==> src/rtl/pe_inject_arbiter_if.sv <==
`default_nettype none
// ============================================================================
//  Module  : pe_inject_arbiter_if
//  Brief   : Bundle of the PE-side request bus and the switch-side injection
//            bus of the PE injection arbiter.
//  Rev     : 1.0  initial release
// ============================================================================
interface pe_inject_arbiter_if #(
  parameter int NUM_REQ = 4,
  parameter int DATA_W  = 32
);
  // Requester side
  logic [NUM_REQ*DATA_W-1:0] i_data;
  logic [NUM_REQ-1:0]        i_data_valid;
  logic [NUM_REQ-1:0]        o_data_ready;
  // Switch side
  logic [DATA_W-1:0]         o_data;
  logic                      o_data_valid;
  logic                      i_data_ready;
  // Status
  logic [3:0]                o_grant_id;
  logic                      o_drop;
  logic [31:0]               o_fwd_count;
  logic [31:0]               o_drop_count;

  // Arbiter view
  modport slave (
    input  i_data, i_data_valid, i_data_ready,
    output o_data_ready, o_data, o_data_valid, o_grant_id, o_drop,
           o_fwd_count, o_drop_count
  );

  // Environment view (PEs plus switch)
  modport master (
    output i_data, i_data_valid, i_data_ready,
    input  o_data_ready, o_data, o_data_valid, o_grant_id, o_drop,
           o_fwd_count, o_drop_count
  );
endinterface
`default_nettype wire

==> src/rtl/pe_inject_arbiter.sv <==
`default_nettype none
// ============================================================================
//  Module  : pe_inject_arbiter
//  Brief   : Round-robin merge of NUM_REQ PE packet streams onto one NoC
//            injection port, with a one-entry output register, filtering of
//            packets addressed to non-existent PEs, and traffic counters.
//  Rev     : 1.0  initial release
// ============================================================================
module pe_inject_arbiter #(
  parameter int NUM_REQ = 4,
  parameter int NUM_PE  = 4,
  parameter int DATA_W  = 32
) (
  input  wire logic           clk,
  input  wire logic           rst,
  pe_inject_arbiter_if.slave  bus
);

  localparam logic [4:0] c_num_req = 5'(NUM_REQ);
  localparam logic [8:0] c_num_pe  = 9'(NUM_PE);

  // Registered state
  logic [DATA_W-1:0] r_data;
  logic              r_valid;
  logic [3:0]        r_grant_id;
  logic              r_drop;
  logic [31:0]       r_fwd_cnt;
  logic [31:0]       r_drop_cnt;
  logic [3:0]        r_ptr;

  // Combinational
  logic              w_load_ok;
  logic              w_out_xfer;
  logic [15:0]       w_valid_ext;
  logic              w_gnt_any;
  logic [3:0]        w_gnt_idx;
  logic [4:0]        w_sum;
  logic [NUM_REQ-1:0] w_ready;
  logic [DATA_W-1:0] w_sel;
  logic              w_legal;
  logic [4:0]        w_inc;
  logic [3:0]        w_ptr_nxt;

  // A new packet may be taken when the register is empty or draining now
  assign w_load_ok   = ~r_valid | bus.i_data_ready;
  assign w_out_xfer  = r_valid & bus.i_data_ready;
  // Zero-extend so the rotating index can address any requester count
  assign w_valid_ext = 16'(bus.i_data_valid);

  // Rotating priority scan starting at r_ptr; first valid requester wins
  always_comb begin
    w_gnt_any = 1'b0;
    w_gnt_idx = '0;
    w_sum     = '0;
    if (w_load_ok && !rst) begin
      for (int i = 0; i < NUM_REQ; i++) begin
        w_sum = {1'b0, r_ptr} + 5'(i);
        if (w_sum >= c_num_req) begin
          w_sum = w_sum - c_num_req;
        end
        if (!w_gnt_any && w_valid_ext[w_sum[3:0]]) begin
          w_gnt_any = 1'b1;
          w_gnt_idx = w_sum[3:0];
        end
      end
    end
  end

  // One-hot accept toward the winning requester
  always_comb begin
    w_ready = '0;
    for (int k = 0; k < NUM_REQ; k++) begin
      w_ready[k] = w_gnt_any && (w_gnt_idx == 4'(k));
    end
  end

  // Select the winner's packet; used only to feed registers
  always_comb begin
    w_sel = '0;
    for (int k = 0; k < NUM_REQ; k++) begin
      if (w_gnt_idx == 4'(k)) begin
        w_sel = bus.i_data[k*DATA_W +: DATA_W];
      end
    end
  end

  // Destination lives in the top byte; legal when below the PE count
  assign w_legal = ({1'b0, w_sel[DATA_W-1 -: 8]} < c_num_pe);

  // Pointer moves to the requester after the one just served
  always_comb begin
    w_inc     = {1'b0, w_gnt_idx} + 5'd1;
    w_ptr_nxt = w_inc[3:0];
    if (w_inc >= c_num_req) begin
      w_ptr_nxt = 4'(w_inc - c_num_req);
    end
  end

  // Output register, pointer, drop pulse and counters
  always_ff @(posedge clk) begin
    if (rst) begin
      r_data     <= '0;
      r_valid    <= 1'b0;
      r_grant_id <= '0;
      r_drop     <= 1'b0;
      r_fwd_cnt  <= '0;
      r_drop_cnt <= '0;
      r_ptr      <= '0;
    end else begin
      r_drop <= w_gnt_any & ~w_legal;
      if (w_gnt_any && w_legal) begin
        r_data     <= w_sel;
        r_valid    <= 1'b1;
        r_grant_id <= w_gnt_idx;
      end else if (w_out_xfer) begin
        r_valid <= 1'b0;
      end
      if (w_gnt_any) begin
        r_ptr <= w_ptr_nxt;
        if (!w_legal) begin
          r_drop_cnt <= r_drop_cnt + 32'd1;
        end
      end
      if (w_out_xfer) begin
        r_fwd_cnt <= r_fwd_cnt + 32'd1;
      end
    end
  end

  assign bus.o_data_ready = w_ready;
  assign bus.o_data       = r_data;
  assign bus.o_data_valid = r_valid;
  assign bus.o_grant_id   = r_grant_id;
  assign bus.o_drop       = r_drop;
  assign bus.o_fwd_count  = r_fwd_cnt;
  assign bus.o_drop_count = r_drop_cnt;

endmodule
`default_nettype wire

==> src/flat_wrapper.sv <==
// flat-port wrapper written by rule: the top's interface ports become plain ports
module pe_inject_arbiter_flat 
#(
  parameter int NUM_REQ = 4,
  parameter int NUM_PE  = 4,
  parameter int DATA_W  = 32
)
  (clk, rst, bus_i_data, bus_i_data_valid, bus_i_data_ready, bus_o_data_ready, bus_o_data, bus_o_data_valid, bus_o_grant_id, bus_o_drop, bus_o_fwd_count, bus_o_drop_count);
  pe_inject_arbiter_if #(.NUM_REQ(NUM_REQ), .DATA_W(DATA_W)) bus_i ();
  input  wire logic clk;
  input  wire logic rst;
  input wire logic [$bits(bus_i.i_data)-1:0] bus_i_data;
  input wire logic [$bits(bus_i.i_data_valid)-1:0] bus_i_data_valid;
  input wire logic [$bits(bus_i.i_data_ready)-1:0] bus_i_data_ready;
  output wire logic [$bits(bus_i.o_data_ready)-1:0] bus_o_data_ready;
  output wire logic [$bits(bus_i.o_data)-1:0] bus_o_data;
  output wire logic [$bits(bus_i.o_data_valid)-1:0] bus_o_data_valid;
  output wire logic [$bits(bus_i.o_grant_id)-1:0] bus_o_grant_id;
  output wire logic [$bits(bus_i.o_drop)-1:0] bus_o_drop;
  output wire logic [$bits(bus_i.o_fwd_count)-1:0] bus_o_fwd_count;
  output wire logic [$bits(bus_i.o_drop_count)-1:0] bus_o_drop_count;
  assign bus_i.i_data = bus_i_data;
  assign bus_i.i_data_valid = bus_i_data_valid;
  assign bus_i.i_data_ready = bus_i_data_ready;
  assign bus_o_data_ready = bus_i.o_data_ready;
  assign bus_o_data = bus_i.o_data;
  assign bus_o_data_valid = bus_i.o_data_valid;
  assign bus_o_grant_id = bus_i.o_grant_id;
  assign bus_o_drop = bus_i.o_drop;
  assign bus_o_fwd_count = bus_i.o_fwd_count;
  assign bus_o_drop_count = bus_i.o_drop_count;
  pe_inject_arbiter #(.NUM_REQ(NUM_REQ), .NUM_PE(NUM_PE), .DATA_W(DATA_W)) u_core (.clk(clk), .rst(rst), .bus(bus_i));
endmodule
==> config.mk <==
export PLATFORM = sky130hd
export DESIGN_NAME = pe_inject_arbiter_flat
export DESIGN_NICKNAME = d
export VERILOG_FILES = /design/src/rtl/pe_inject_arbiter_if.sv /design/src/rtl/pe_inject_arbiter.sv /design/src/flat_wrapper.sv
export SDC_FILE = /design/constraint.sdc
export NUM_CORES = 1
export LEC_CHECK = 0
export CAP_MARGIN = 10
export CORE_MARGIN = 1
export CORE_UTILIZATION = 45
export CTS_BUF_LIST = sky130_fd_sc_hd__clkbuf_8
export DETAILED_ROUTE_END_ITERATION = 6
export PLACE_DENSITY = 0.83
export REMOVE_ABC_BUFFERS = 1
export SLEW_MARGIN = 20
export SYNTH_ARGS = -nofsm -noshare
export SYNTH_HDL_FRONTEND = slang
export SYNTH_SLANG_ARGS = --single-unit
export TNS_END_PERCENT = 1
==> constraint.sdc <==
create_clock -name clk -period 5.36 [get_ports clk]
set_input_delay 1.072 -clock clk [delete_from_list [all_inputs] [get_ports clk]]
set_output_delay 1.072 -clock clk [all_outputs]
set_load 0.01 [all_outputs]
==> flow_metrics.env, run 1 <==
export IMPL_status="finished, final reports clean"
export IMPL_crit_buf_inv=2
export IMPL_cp_cell_sequence="ha_1, nand2_1, xor2_1, ha_1, a21oi_1, mux2_2, o211ai_4, o21ai_1, o311ai_2, and2_1, ha_2, inv_1, nor2_1, clkdlybuf4s50_1"
export IMPL_cpPeakStageDelay_ps=560
export IMPL_ys_types=63
export IMPL_clock_sinks=106
export IMPL_wl_per_cell_um=16.2
export IMPL_synthFlopType="dfxtp_1"
export IMPL_area_growth_pct=45.1
export IMPL_fp_row_count=41
export IMPL_slowest_stage="clkdlybuf4s50_1"
export IMPL_numCtsBuffers=9
export IMPL_grt_pass1_wl_um=30000
export IMPL_end_kind="primary output"
export IMPL_setup_worst_path_start_class="register"
export IMPL_die_x_um=117
export IMPL_core_area_mm2=0.0128
export IMPL_worstMarginPinSlew_ps=920
export IMPL_io_buffers=240
export IMPL_yosys_warnings=0
export IMPL_drc_errors=0
export IMPL_synth_top_area_share=0.354
export IMPL_fin_crit_sh=0.940
export IMPL_root_buffer="clkbuf_8"
export IMPL_antenna_found_initial=0
export IMPL_dp_worst_setup_slack_ps=386
export IMPL_synthArstFlopShare=0
export IMPL_start_util=0.468
export IMPL_synth_edff_count=0
export IMPL_fin_tns_setup_ps=0
export IMPL_crit_type="reg2out"
export IMPL_via_per_inst=5.66
export IMPL_final_setup_viol_count=0
export IMPL_min_period_ps=5040
export IMPL_rsz0062_at_grt="false"
export IMPL_critical_path_top_delay_family="compound AO/OA/AOI/OAI gates"
export IMPL_tritoncts="built"
export IMPL_fin_nets=1107
export IMPL_grt_max_degree=78
export IMPL_initialDrtViolationCount=415
export IMPL_layout_drive_gt1_share=0.0635
export IMPL_overflow=0
export IMPL_final_util=0.678
export IMPL_ys_seq_elements=106
export IMPL_grt_usage=0.265
export IMPL_slew_headroom=0.387
export IMPL_synth_area_leaders="dfxtp_1 (35%), nand2_1 (5.8%), a21oi_1 (4.4%), xor2_1 (4.1%), nor2_1 (3.8%)"
export IMPL_crit_fanout=11
export IMPL_synth_commonest_cells="dfxtp_1 (106), nand2_1 (93), nor2_1 (61)"
export IMPL_grt_pass1_vias=6009
export IMPL_die_h_um=117
export IMPL_final_max_slew_viol_count=0
export IMPL_yosysMostFrequentCell="dfxtp_1"
export IMPL_clkLatencyLatePin_ps=370
export IMPL_cts_setup_buffers=0
export IMPL_wirelength_um=18300
export IMPL_yosysSeqAreaShare=0.354
export IMPL_die_area_mm2=0.0138
export IMPL_arrival_ps=3970
export IMPL_synth_top_area_cell="dfxtp_1"
export IMPL_cp_required_ps=4290
export IMPL_first_pass_iters=6
export IMPL_via_count=6415
export IMPL_hold_viol_final=0
export IMPL_hold_buffers=0
export IMPL_min_path_type="reg2reg"
export IMPL_synth_cells=745
export IMPL_syn_area_per_cell_um2=8.05
export IMPL_cts_buffer_depth=2
export IMPL_pwr_density_cell_mw_per_mm2=462
export IMPL_postRouteAntennaNets=0
export IMPL_fin_skew_ps=7.90
export IMPL_p_leak_nw=3.17
export IMPL_cts_max_level=3
export IMPL_ir_worst_vdd_uv=676
export IMPL_drv_cap=0
export IMPL_dp_hpwl_um=13400
export IMPL_path_clk_slew_ps=110
export IMPL_place_gp_congestion=0.890
export IMPL_fmax_ghz=0.198
export IMPL_ioPinCount=241
export IMPL_crit_top_cell="ha_1"
export IMPL_fin_ws_ps=320
export IMPL_antennaDiodeCount=0
export IMPL_synth_area_mm2=0.00600
[flip-flops by register name, indices dropped and copies added (netlist names)]
name / cells
u_core.bus.o_drop_count: 32
u_core.bus.o_fwd_count: 32
u_core.bus.o_drop: 1
u_core.bus.o_data_valid: 1
u_core.r_ptr: 4
u_core.bus.o_grant_id: 4
u_core.bus.o_data: 32
[worst paths after layout]
check / to / slack [ps] / cells past startpoint / from
setup / recovery: bus_o_data_ready[2] / 320 / 14 / u_core.r_ptr[1]$_SDFFE_PP0P_
hold / removal: u_core.bus.o_data[28]$_SDFFE_PP0P_ / 470 / 1 / u_core.bus.o_data[28]$_SDFFE_PP0P_
setup reg to reg: u_core.bus.o_drop_count[18]$_SDFFE_PP0P_ / 680 / 18 / u_core.r_ptr[1]$_SDFFE_PP0P_
hold reg to reg: u_core.bus.o_data[28]$_SDFFE_PP0P_ / 470 / 1 / u_core.bus.o_data[28]$_SDFFE_PP0P_
[area by class of cell]
cell class	count	area [µm²]
Multi-Input combinational cell	570	3590
Fill cell	1050	4130
Timing Repair Buffer	254	2510
Sequential cell	106	2120
Tap cell	172	215
Inverter	15	56.3
Clock inverter	7	76.3
Clock buffer	9	124
[cell usage in the layout, fill, tap and decap left out, drive strengths merged, types with 15 or more instances in the layout]
cell type      count
a21oi             54
a31oi             15
and2              15
and3              17
buf               15
clkdlybuf4s50    239
dfxtp            106
ha                16
inv               16
nand2             94
nand3             28
nand3b            26
nand4             15
nor2              61
o21ai             38
o22ai             26
o31ai             23
o41ai             17
or4               24
xor2              28
[kinds of logic after synthesis]
logic type | share of synthesized area
and+or+nand+nor | 0.273
AOI/OAI and AO/OA | 0.220
DFF | 0.354
buffers and inverters | 0.0517
xor gates and xnor gates | 0.0467
adders and majority gates | 0.0334
muxes | 0.0213
other | 0.000625
[routing by layer]
layer / part of all wire / up-vias / track usage
li1: - / 3159 / -
met1: 0.41 / 2986 / 0.312
met2: 0.51 / 238 / 0.480
met3: 0.062 / 32 / 0.0535
met4: 0.021 / 0 / 0.0779
met5: 0 / - / 0
[per-stage QoR]
stage	cell area (µm²)	hold slack (ps)	std cells	total power, mW
6_report	8700	468	1133	4.02
2_1_floorplan	5740	490	691	2.52
5_1_grt	8700	481	1133	4.32
3_5_place_dp	8480	444	1117	3.47
3_3_place_gp	8480	442	1117	3.42
4_1_cts	8680	472	1133	3.98
[timing repair]
| action | 4_1_cts | 5_1_grt |
|---|---|---|
| setup endpoints to repair | 0 | 7 |
| endpoints found under the hold margin | 0 | 0 |
| resized for setup | 0 | 7 |
[report_power, final]
group	switching, mW	leakage, nW	internal (mW)	total [mW]
Clock	0.288	0.102	0.220	0.509
Sequential	0.0802	0.859	0.892	0.972
Combinational	1.53	2.21	1.00	2.53
Total	1.90	3.17	2.11	4.02
(Power assumes the default switching activity.)
==> inputs of run 2 (changes only) <==
--- a/config.mk
+++ b/config.mk
@@ -10,8 +10,8 @@
 export CORE_UTILIZATION = 45
 export CTS_BUF_LIST = sky130_fd_sc_hd__clkbuf_8
 export DETAILED_ROUTE_END_ITERATION = 6
+export GPL_ROUTABILITY_DRIVEN = 1
 export PLACE_DENSITY = 0.83
-export REMOVE_ABC_BUFFERS = 1
 export SLEW_MARGIN = 20
 export SYNTH_ARGS = -nofsm -noshare
 export SYNTH_HDL_FRONTEND = slang
==> flow_metrics.env, run 2 (synthesis gave the netlist of run 1 again) <==
export IMPL_die_area_mm2=0.0138
export IMPL_path_clk_slew_ps=110
export IMPL_ioPinCount=241
export IMPL_holdPathStages=1
export IMPL_rsz0062_at_grt="false"
export IMPL_initialDrtViolationCount=576
export IMPL_crit_type="reg2out"
export IMPL_fin_tns_setup_ps=0
export IMPL_grt_usage=0.272
export IMPL_crit_fanout=11
export IMPL_slew_headroom=0.420
export IMPL_cts_max_level=3
export IMPL_tritoncts="built"
export IMPL_io_buffers=240
export IMPL_dp_hpwl_um=13600
export IMPL_cp_required_ps=4290
export IMPL_fmax_ghz=0.196
export IMPL_fillerInstances=1075
export IMPL_worstMarginPinSlew_ps=870
export IMPL_core_area_mm2=0.0128
export IMPL_ir_worst_vdd_uv=521
export IMPL_start_util=0.468
export IMPL_min_path_type="reg2reg"
export IMPL_fin_skew_ps=9.98
export IMPL_clock_sinks=106
export IMPL_final_max_slew_viol_count=0
export IMPL_die_h_um=117
export IMPL_total_power_mw=4.02
export IMPL_end_kind="primary output"
export IMPL_seq_power_share=0.240
export IMPL_layout_common_cells="clkdlybuf4s50_1 (239), dfxtp_1 (104), nand2_1 (93)"
export IMPL_intPower_mw=2.12
export IMPL_power_frac_comb=0.628
export IMPL_power_switching_mw=1.90
export IMPL_fin_nets=1107
export IMPL_postRouteAntennaNets=0
export IMPL_arrival_ps=4030
export IMPL_hold_viol_final=0
export IMPL_numCtsBuffers=9
export IMPL_cts_resized=0
export IMPL_first_pass_iters=5
export IMPL_grt_pass1_vias=6012
export IMPL_setup_worst_path_start_class="register"
export IMPL_via_per_inst=5.71
export IMPL_place_gp_congestion=0.898
export IMPL_die_x_um=117
export IMPL_status="finished, final reports clean"
export IMPL_final_setup_viol_count=0
export IMPL_drc_errors=0
export IMPL_whs_ps=470
export IMPL_cts_buffer_depth=2
export IMPL_final_common_cell="clkdlybuf4s50_1"
export IMPL_antenna_found_initial=1
export IMPL_switching_share=0.473
export IMPL_cts_setup_buffers=0
export IMPL_layout_drive_gt1_share=0.0583
export IMPL_pwr_density_cell_mw_per_mm2=462
export IMPL_grt_max_degree=78
export IMPL_root_buffer="clkbuf_8"
export IMPL_wl_per_cell_um=16.6
export IMPL_hold_buffers=0
export IMPL_drv_cap=0
export IMPL_clkLatencyLatePin_ps=370
export IMPL_overflow=0
export IMPL_area_growth_pct=45.1
export IMPL_p_leak_nw=3.18
export IMPL_fp_row_count=41
export IMPL_via_count=6478
export IMPL_pwr_share_clk=0.131
export IMPL_synth_fp_nets=896
export IMPL_fin_crit_sh=0.952
export IMPL_grt_pass1_wl_um=30400
export IMPL_reg2regPathDepth=18
export IMPL_wirelength_um=18800
export IMPL_min_period_ps=5100
## run 2: final cells by class
type	count	area, µm²	area share
multi-input cells	570	3570	0.411
repair buffers	254	2510	0.289
flip-flops and latches	106	2120	0.244
well taps	172	215	0.0247
clock buffers	10	138	0.0158
clock inverters	6	76.3	0.00877
inverters	15	56.3	0.00647
diodes	1	2.50	0.000288
## run 2: worst paths after layout
check	to	from	slack [ps]
worst min register to register	u_core.bus.o_data[31]$_SDFFE_PP0P_	u_core.bus.o_data[31]$_SDFFE_PP0P_	470
worst max-delay path	bus_o_data_ready[3]	u_core.r_ptr[1]$_SDFFE_PP0P_	260
worst min-delay path	u_core.bus.o_data[31]$_SDFFE_PP0P_	u_core.bus.o_data[31]$_SDFFE_PP0P_	470
worst max register to register	u_core.bus.o_drop_count[12]$_SDFFE_PP0P_	u_core.r_ptr[1]$_SDFFE_PP0P_	610
## run 2: stage by stage
step	cells	util	area, µm²	setup slack (ps)
after floorplan	745	-	6000	820
after global placement	1117	0.661	8470	472
after detailed placement	1117	0.661	8470	417
after CTS	1133	0.677	8690	97.1
after global routing	1134	0.678	8700	17.0
final	1134	0.678	8700	256
## run 2: worst max-delay path, stage by stage (launching register included)
cell and delay (ps):
dfxtp_2 450, inv_1 150, ha_1 420, inv_1 70, ha_1 270, nor2_1 40
a31o_1 220, a211oi_1 340, o21ai_1 120, o311ai_2 290, and2_1 250, ha_1 280
inv_1 80, nor2_1 110, clkdlybuf4s50_1 550
## run 2: power groups by stage
stage                     combinational (mW)  sequential, mW  clock, mW
after floorplan                         1.80            1.00          0
after global placement                  2.44           0.977          0
after detailed placement                2.49           0.981          0
after CTS                               2.49           0.963      0.538
after global routing                    2.78           0.976      0.575
final                                   2.53           0.965      0.528
## run 2: routing by layer
metal,vias to the layer above,track usage,wire length [µm]
li1,3168,-,-
met4,0,0.0966,501
met5,-,0,0
met2,277,0.467,9340
met1,2999,0.331,7750
met3,34,0.0623,1250
